===== config.mk =====
export PLATFORM = sky130hd
export DESIGN_NAME = forwarding_hazard_unit
export DESIGN_NICKNAME = d
export VERILOG_FILES = /design/src/rtl/forwarding_hazard_unit.sv
export SDC_FILE = /design/constraint.sdc
export NUM_CORES = 1
export LEC_CHECK = 0
export BUFFER_PORTS_ARGS = -buffer_cell sky130_fd_sc_hd__buf_2
export CORE_MARGIN = 5
export CORE_UTILIZATION = 52
export DETAILED_ROUTE_END_ITERATION = 7
export PLACE_DENSITY = 0.78
export REMOVE_ABC_BUFFERS = 1
export SLEW_MARGIN = 20
export SYNTH_ARGS = -nofsm -noshare
export SYNTH_HDL_FRONTEND = slang
export SYNTH_SLANG_ARGS = --single-unit

===== constraint.sdc =====
create_clock -name i_clk -period 2.5 [get_ports i_clk]
set_input_delay 0.25 -clock i_clk [delete_from_list [all_inputs] [get_ports i_clk]]
set_output_delay 0.25 -clock i_clk [all_outputs]
set_load 0.05 [all_outputs]

===== src/rtl/forwarding_hazard_unit.sv =====
// ----------------------------------------------------------------------------
// forwarding_hazard_unit
//   Forwarding and hazard resolution for the ARM pipeline. A private shadow
//   pipeline of destination tags (EXE..WB) is compared against every ID-stage
//   source. Each source picks its youngest in-flight producer independently.
//   Produces registered EXE bypass selects, a combinational load-use / RAW
//   stall back to ID, and a saturating stall-cycle counter.
//
// Ports
//   i_clk          clock, rising edge
//   i_rst          asynchronous reset, active-high
//   i_advance      pipeline moves this cycle (0 = global freeze)
//   i_flush        squash the ID instruction
//   i_fwd_en       1 = forward, 0 = stall on every RAW hazard
//   i_id_valid     ID holds a real instruction
//   i_id_src       ID source registers, src i at [i*RA_W +: RA_W]
//   i_id_src_used  source i is actually read
//   i_id_wb_en     ID instruction writes i_id_dest
//   i_id_mem_read  ID instruction is a load
//   i_id_dest      ID destination register
//   o_hazard_stall combinational stall: hold PC/IF/ID, bubble into EXE
//   o_sel_src      registered EXE bypass select per source
//                  (0 = regfile, k = value held at position k+1)
//   o_stall_count  saturating count of stall cycles
// ----------------------------------------------------------------------------
module forwarding_hazard_unit #(
   parameter  int unsigned RA_W       = 4,
   parameter  int unsigned NUM_SRC    = 2,
   parameter  int unsigned NUM_STAGES = 3,
   parameter  int unsigned CNT_W      = 16,
   localparam int unsigned SEL_W      = $clog2(NUM_STAGES)
) (
   input  logic                       i_clk,
   input  logic                       i_rst,
   input  logic                       i_advance,
   input  logic                       i_flush,
   input  logic                       i_fwd_en,
   input  logic                       i_id_valid,
   input  logic [NUM_SRC*RA_W-1:0]    i_id_src,
   input  logic [NUM_SRC-1:0]         i_id_src_used,
   input  logic                       i_id_wb_en,
   input  logic                       i_id_mem_read,
   input  logic [RA_W-1:0]            i_id_dest,
   output logic                       o_hazard_stall,
   output logic [NUM_SRC*SEL_W-1:0]   o_sel_src,
   output logic [CNT_W-1:0]           o_stall_count
);

   // Shadow tag pipe; index 1 is the instruction currently in EXE.
   logic                r_tag_wb   [1:NUM_STAGES];
   logic                r_tag_mr   [1:NUM_STAGES];
   logic [RA_W-1:0]     r_tag_dest [1:NUM_STAGES];

   logic [NUM_SRC*SEL_W-1:0] r_sel;
   logic [CNT_W-1:0]         r_cnt;

   logic [NUM_SRC-1:0]  w_hit;
   logic [NUM_SRC-1:0]  w_load_use;
   logic [SEL_W-1:0]    w_k [NUM_SRC];
   logic                w_stall;
   logic                w_bubble;

   // Per-source producer search; scanning oldest to youngest lets the
   // youngest match overwrite. The last position is never matched because
   // the register file write-to-read bypass covers it.
   always_comb begin
      w_hit      = '0;
      w_load_use = '0;
      w_stall    = 1'b0;
      for (int i = 0; i < NUM_SRC; i++) begin
         w_k[i] = '0;
         for (int k = NUM_STAGES - 1; k >= 1; k--) begin
            if (i_id_valid && i_id_src_used[i] && r_tag_wb[k] &&
                (r_tag_dest[k] == i_id_src[i*RA_W +: RA_W])) begin
               w_hit[i] = 1'b1;
               w_k[i]   = SEL_W'(k);
            end
         end
         w_load_use[i] = w_hit[i] && (w_k[i] == SEL_W'(1)) && r_tag_mr[1];
      end
      if (i_id_valid) begin
         w_stall = i_fwd_en ? (|w_load_use) : (|w_hit);
      end
   end

   assign w_bubble = i_flush || w_stall || !i_id_valid;

   // Tag shift, bypass-select capture and stall counting.
   always_ff @(posedge i_clk or posedge i_rst) begin
      if (i_rst) begin
         for (int k = 1; k <= NUM_STAGES; k++) begin
            r_tag_wb[k]   <= 1'b0;
            r_tag_mr[k]   <= 1'b0;
            r_tag_dest[k] <= '0;
         end
         r_sel <= '0;
         r_cnt <= '0;
      end else if (i_advance) begin
         for (int k = 2; k <= NUM_STAGES; k++) begin
            r_tag_wb[k]   <= r_tag_wb[k-1];
            r_tag_mr[k]   <= r_tag_mr[k-1];
            r_tag_dest[k] <= r_tag_dest[k-1];
         end
         if (w_bubble) begin
            r_tag_wb[1]   <= 1'b0;
            r_tag_mr[1]   <= 1'b0;
            r_tag_dest[1] <= '0;
            r_sel         <= '0;
         end else begin
            r_tag_wb[1]   <= i_id_wb_en;
            r_tag_mr[1]   <= i_id_mem_read;
            r_tag_dest[1] <= i_id_dest;
            for (int i = 0; i < NUM_SRC; i++) begin
               r_sel[i*SEL_W +: SEL_W] <= i_fwd_en ? w_k[i] : '0;
            end
         end
         // Flushed stalls do not count; counter sticks at all ones.
         if (w_stall && !i_flush && !(&r_cnt)) begin
            r_cnt <= r_cnt + CNT_W'(1);
         end
      end
   end

   assign o_hazard_stall = w_stall;
   assign o_sel_src      = r_sel;
   assign o_stall_count  = r_cnt;

endmodule


=== After elaboration in Yosys (flattened, before gate mapping) ===
Index checks and enable logic that the tools add are counted.

* Reductions and logical operators: 25
* Muxes and demuxes: 16
* Equality and inequality tests: 6
* Add/sub/neg operators: 1

{| class="wikitable"
|+ Operators by type and width
! cell !! count
|-
| $add A16 B1 Y16 const B || 1
|-
| $eq A4 B4 Y1 || 4
|-
| $logic_and A1 B1 Y1 || 16
|-
| $reduce_and A16 Y1 || 1
|-
| $mux W2 || 6
|-
| $mux W1 || 8
|-
| $mux W4 || 2
|-
| $eq A2 B1 Y1 const B || 2
|-
| $reduce_or A2 Y1 || 2
|-
| $logic_not A1 Y1 || 3
|-
| $logic_or A1 B1 Y1 || 2
|-
| $reduce_and A2 Y1 || 1
|}

* Register bits: 31
* Output and inout bits: 21
* Input bits: 22
* Logic and storage cells: 55

=== Depth between registers and ports, before layout ===
* Word-level depth: 14
* Gate-level depth with buffers: 8
* Gate-level depth less buffers: 6

=== Least setup slack after synthesis ===
No wires, ideal clock.

* Path type: register -> output
* Start: register r_tag_dest[9] in the netlist's numbering
* End: output port o_hazard_stall
* Arrival: 1.946 ns
* Required time: 2.250 ns
* Path slack: 0.304 ns
* Stages on the path, launching flop included: 7
* Buffers on the path: 2
* Cell sequence: dfrtp_1 -> xor2_1 -> or4_4 -> buf_6 -> a41oi_4 -> buf_8 -> or2_2

* Word-level cells in the longest chain between the ends: 9
* Elaborated cells between the ends (all ways): 18
* Classes of those cells: eq/ne (4); mux (6); reduce/logical (8)

{| class="wikitable"
|+ RTL lines
! what !! RTL line !! source
|-
| start, declared || 52 || <nowiki>logic [RA_W-1:0] r_tag_dest [1:NUM_STAGES];</nowiki>
|-
| start signal, assigned by index || 102 || <nowiki>r_tag_dest[k] <= r_tag_dest[k-1];</nowiki>
|-
| $eq A4 B4 Y1 || 74 || <nowiki>(r_tag_dest[k] == i_id_src[i*RA_W +: RA_W])) begin</nowiki>
|-
| $logic_and A1 B1 Y1 || 73 || <nowiki>if (i_id_valid && i_id_src_used[i] && r_tag_wb[k] &&</nowiki>
|-
| $mux W2 || 73 ||
|-
| $eq A2 B1 Y1 || 79 || <nowiki>w_load_use[i] = w_hit[i] && (w_k[i] == SEL_W'(1)) && r_tag_mr[1];</nowiki>
|-
| $logic_and A1 B1 Y1 (2 in series) || 79 ||
|-
| $reduce_or A2 Y1 || 82 || <nowiki>w_stall = i_fwd_en ? (|w_load_use) : (|w_hit);</nowiki>
|-
| $mux W1 * || 82 ||
|-
| $mux W1 * || 81 || <nowiki>if (i_id_valid) begin</nowiki>
|-
| end, declared || 44 || <nowiki>output logic o_hazard_stall,</nowiki>
|}

Every way passes the cells marked *; elsewhere a longest branch is shown, timed or not.

=== Worst setup path after layout ===
* Start: register r_tag_dest[4] in the netlist's numbering
* End: output port o_hazard_stall

* Word-level cells in the longest chain between the ends: 10
* Elaborated cells between the ends (all ways): 22
* Classes of those cells: eq/ne (4); mux (10); reduce/logical (8)

{| class="wikitable"
|+ RTL lines
! what !! RTL line
|-
| $eq A4 B4 Y1 || 74
|-
| $logic_and A1 B1 Y1 || 73
|-
| $mux W2 (2 in series) || 73
|-
| $eq A2 B1 Y1 || 79
|-
| $logic_and A1 B1 Y1 (2 in series) || 79
|-
| $reduce_or A2 Y1 || 82
|-
| $mux W1 * || 82
|-
| $mux W1 * || 81
|}

Marks and branches as above.

==> flow_metrics.env <==
export IMPL_status="finished, final reports clean"
export IMPL_synth_flop_cell="dfrtp_1"
export IMPL_critPathBufInv=1
export IMPL_syn_inst=138
export IMPL_ant_nets=0
export IMPL_grtUsageTotal_pct=18.0
export IMPL_cts_sinks=31
export IMPL_rows=20
export IMPL_setup_viol=0
export IMPL_grt_pass1_wl_um=6110
export IMPL_crit_path_max_incr_delay_ns=0.59
export IMPL_drtPass1Iterations=4
export IMPL_antenna_found_initial=0
export IMPL_powerDensity_mw_per_mm2=441
export IMPL_htreeDepth=2
export IMPL_grt_max_degree=32
export IMPL_grt_overflow=0
export IMPL_cts_root_buf="clkbuf_4"
export IMPL_crit_fanout=3
export IMPL_layout_nets=213
export IMPL_wirelength_um=3670
export IMPL_place_gp_congestion=0.887
export IMPL_yosysTopAreaCell="dfrtp_1"
export IMPL_holdWs_ns=0.114
export IMPL_die_h_um=67.5
export IMPL_drv_cap=0
export IMPL_via_per_inst=5.35
export IMPL_placed_cells=226
export IMPL_tritoncts="done"
export IMPL_fillers=279
export IMPL_finalCritPeriodShare_pct=96.2
export IMPL_synth_area_per_cell_um2=12.4
export IMPL_relSlewSlack_pct=45.1
export IMPL_cp_end_kind="primary output"
export IMPL_cts_buffers=5
export IMPL_crit_family="simple AND/OR/NAND/NOR gates"
export IMPL_ys_types=38
export IMPL_holdCritPathClass="in -> reg"
export IMPL_die_x_um=67.5
export IMPL_cpMaxStageDelayCell="or4_1"
export IMPL_post_route_min_period_ns=2.40
export IMPL_synth_top_area_share_pct=45.2
export IMPL_design_area_mm2=0.00205
export IMPL_dieArea_mm2=0.00455
export IMPL_post_drt_wl_per_cell_um=15.6
export IMPL_drive_gt1_share_pct=41.9
export IMPL_synth_area_top_cells="dfrtp_1 (45%), xnor2_1 (9.7%), o211ai_2 (6.6%)"
export IMPL_async_flop_share_pct=100
export IMPL_worstSkewPairLatency_ns=0.34
export IMPL_critPathKind="reg -> out"
export IMPL_netlist_area_mm2=0.00172
export IMPL_tightestPinTransition_ns=0.817
export IMPL_vias=1258
export IMPL_multi_input_area_um2=882
export IMPL_final_hold_viol_count=0
export IMPL_ys_seq_area_share_pct=45.2
export IMPL_start_kind="flip-flop"
export IMPL_seqCellArea_um2=776
export IMPL_clock_fmax_ghz=0.416
export IMPL_ios=43
export IMPL_drtIter0Drc=32
export IMPL_layout_cells_non_filler=235
export IMPL_areaGrowthSynthToFinish_pct=19.1
export IMPL_dpl_hpwl_um=2820
export IMPL_arrival_ns=2.15
export IMPL_synth_seq_cells=31
export IMPL_leakage_nw=1.06
export IMPL_path_cells="xor2_1, or4_1, a41oi_4, or2_2, clkbuf_4"
export IMPL_core_area_mm2=0.00310
export IMPL_clock_skew_final_ns=0.0157
export IMPL_path_clk_slew_ns=0.10
export IMPL_grt_pass1_vias=1317
export IMPL_peakVddDrop_uv=333
export IMPL_rsz0062_at_grt="false"
export IMPL_place_area_mm2=0.00198
export IMPL_antenna_cells=0
export IMPL_finalMaxSlewViolations=0
export IMPL_synth_edf_count=0
export IMPL_cp_required_ns=2.25
export IMPL_io_buffers=42
export IMPL_cts_max_path_buffers=2
export IMPL_drc=0
export IMPL_start_util_pct=55.4
export IMPL_ys_warn_count=0
flip-flops by register name (all words and copies together) (netlist names):
name           flops
r_tag_wb           2
o_sel_src          4
o_stall_count     16
r_tag_mr           1
r_tag_dest         8
layer usage:
| metal | wire [um] | GRT usage, % | vias to the layer above |
|---|---|---|---|
| li1 | - | - | 613 |
| met2 | 1680 | 28.3 | 33 |
| met3 | 179 | 4.83 | 10 |
| met4 | 66 | 7.59 | 0 |
| met5 | 0 | 0 | - |
| met1 | 1750 | 23.2 | 602 |
synthesized netlist by cell type, drive strengths merged, types with 2 or more instances:
cell type	n
a22o	6
and2	2
and2b	2
and3	5
buf	4
dfrtp	31
mux2	6
nand2	4
nand3	2
nand4	4
nor2	2
nor3	2
o2111ai	5
o211ai	9
o2bb2ai	4
or4	4
xnor2	19
xor2	12
logic make-up (layout without fill, tap and decap cells):
family / Yosys count / in the layout / share of synthesized area [%]
compound gates: 28 / 28 / 17.8
xor+xnor: 31 / 31 / 15.8
buf+inv: 7 / 60 / 3.49
flops: 31 / 31 / 45.2
fa+ha+maj: 1 / 1 / 0.728
mux: 6 / 6 / 4.15
simple gates: 34 / 34 / 12.8
through the flow:
stage | utilization (%) | power (mW) | TNS (ns) | setup WS (ns)
finish | 65.9 | 0.903 | 0 | 0.0958
global route | 65.9 | 0.949 | 0 | 0.0187
CTS | 65.8 | 0.910 | 0 | 0.0664
detailed placement | 63.9 | 0.631 | 0 | 0.361
global placement | 63.9 | 0.626 | 0 | 0.376
floorplan | - | 0.587 | -1.99 | -0.214
area by class of cell:
cell class,instances,share of cell area [%]
multi-input cells,100,43.1
flip-flops and latches,31,37.9
repair buffers,50,13.5
well taps,44,2.69
clock buffers,7,2.20
inverters,2,0.367
clock inverters,1,0.245
power by group:
part | switching [mW] | internal [mW]
clock network | 0.172 | 0.109
logic | 0.0503 | 0.0431
registers | 0.0147 | 0.513
layout by cell type, fill, tap and decap left out, types with 2 or more instances in the layout:
cell	synthesis	layout
nor2_1	2	2
dfrtp_1	31	31
a22o_1	5	5
xnor2_1	19	19
mux2_2	5	5
nand4_1	4	4
buf_2	0	41
nand3_1	2	2
and3_1	5	5
or4_4	3	3
and2_1	2	2
clkbuf_1	1	2
xor2_1	12	12
nand2_1	4	4
nor3_1	2	2
buf_4	0	7
o2bb2ai_1	4	4
o2111ai_1	5	5
o211ai_2	9	9
clkbuf_4	0	6
worst register-to-register path, cell delays in order (launching register included):
cell and delay, ns:
dfrtp_1 0.43, xor2_1 0.17, or4_1 0.59, a41oi_4 0.25
buf_4 0.21, nor3_1 0.14, a22o_2 0.26
worst paths after layout:
path | to | slack [ns] | cells past startpoint | start
max | o_hazard_stall | 0.1 | 5 | r_tag_dest[4]
min | r_tag_dest[11] | 0.11 | 2 | i_id_dest[3]
max reg2reg | r_tag_dest[9] | 0.32 | 6 | r_tag_dest[4]
min reg2reg | o_sel_src[3] | 0.49 | 1 | o_sel_src[3]
max in group asynchronous | o_stall_count[8] | 1.69 | 4 | i_rst
min in group asynchronous | o_stall_count[0] | 0.52 | 4 | i_rst
timing repair:
item                                    in CTS  in global routing
buffers inserted                             0                  0
gates resized for setup                      0                  1
endpoints found under the setup margin       0                  1
hold buffers                                 1                  0
hold endpoints to repair                    31                  0
Note: power is estimated with default switching activity, not from simulation.
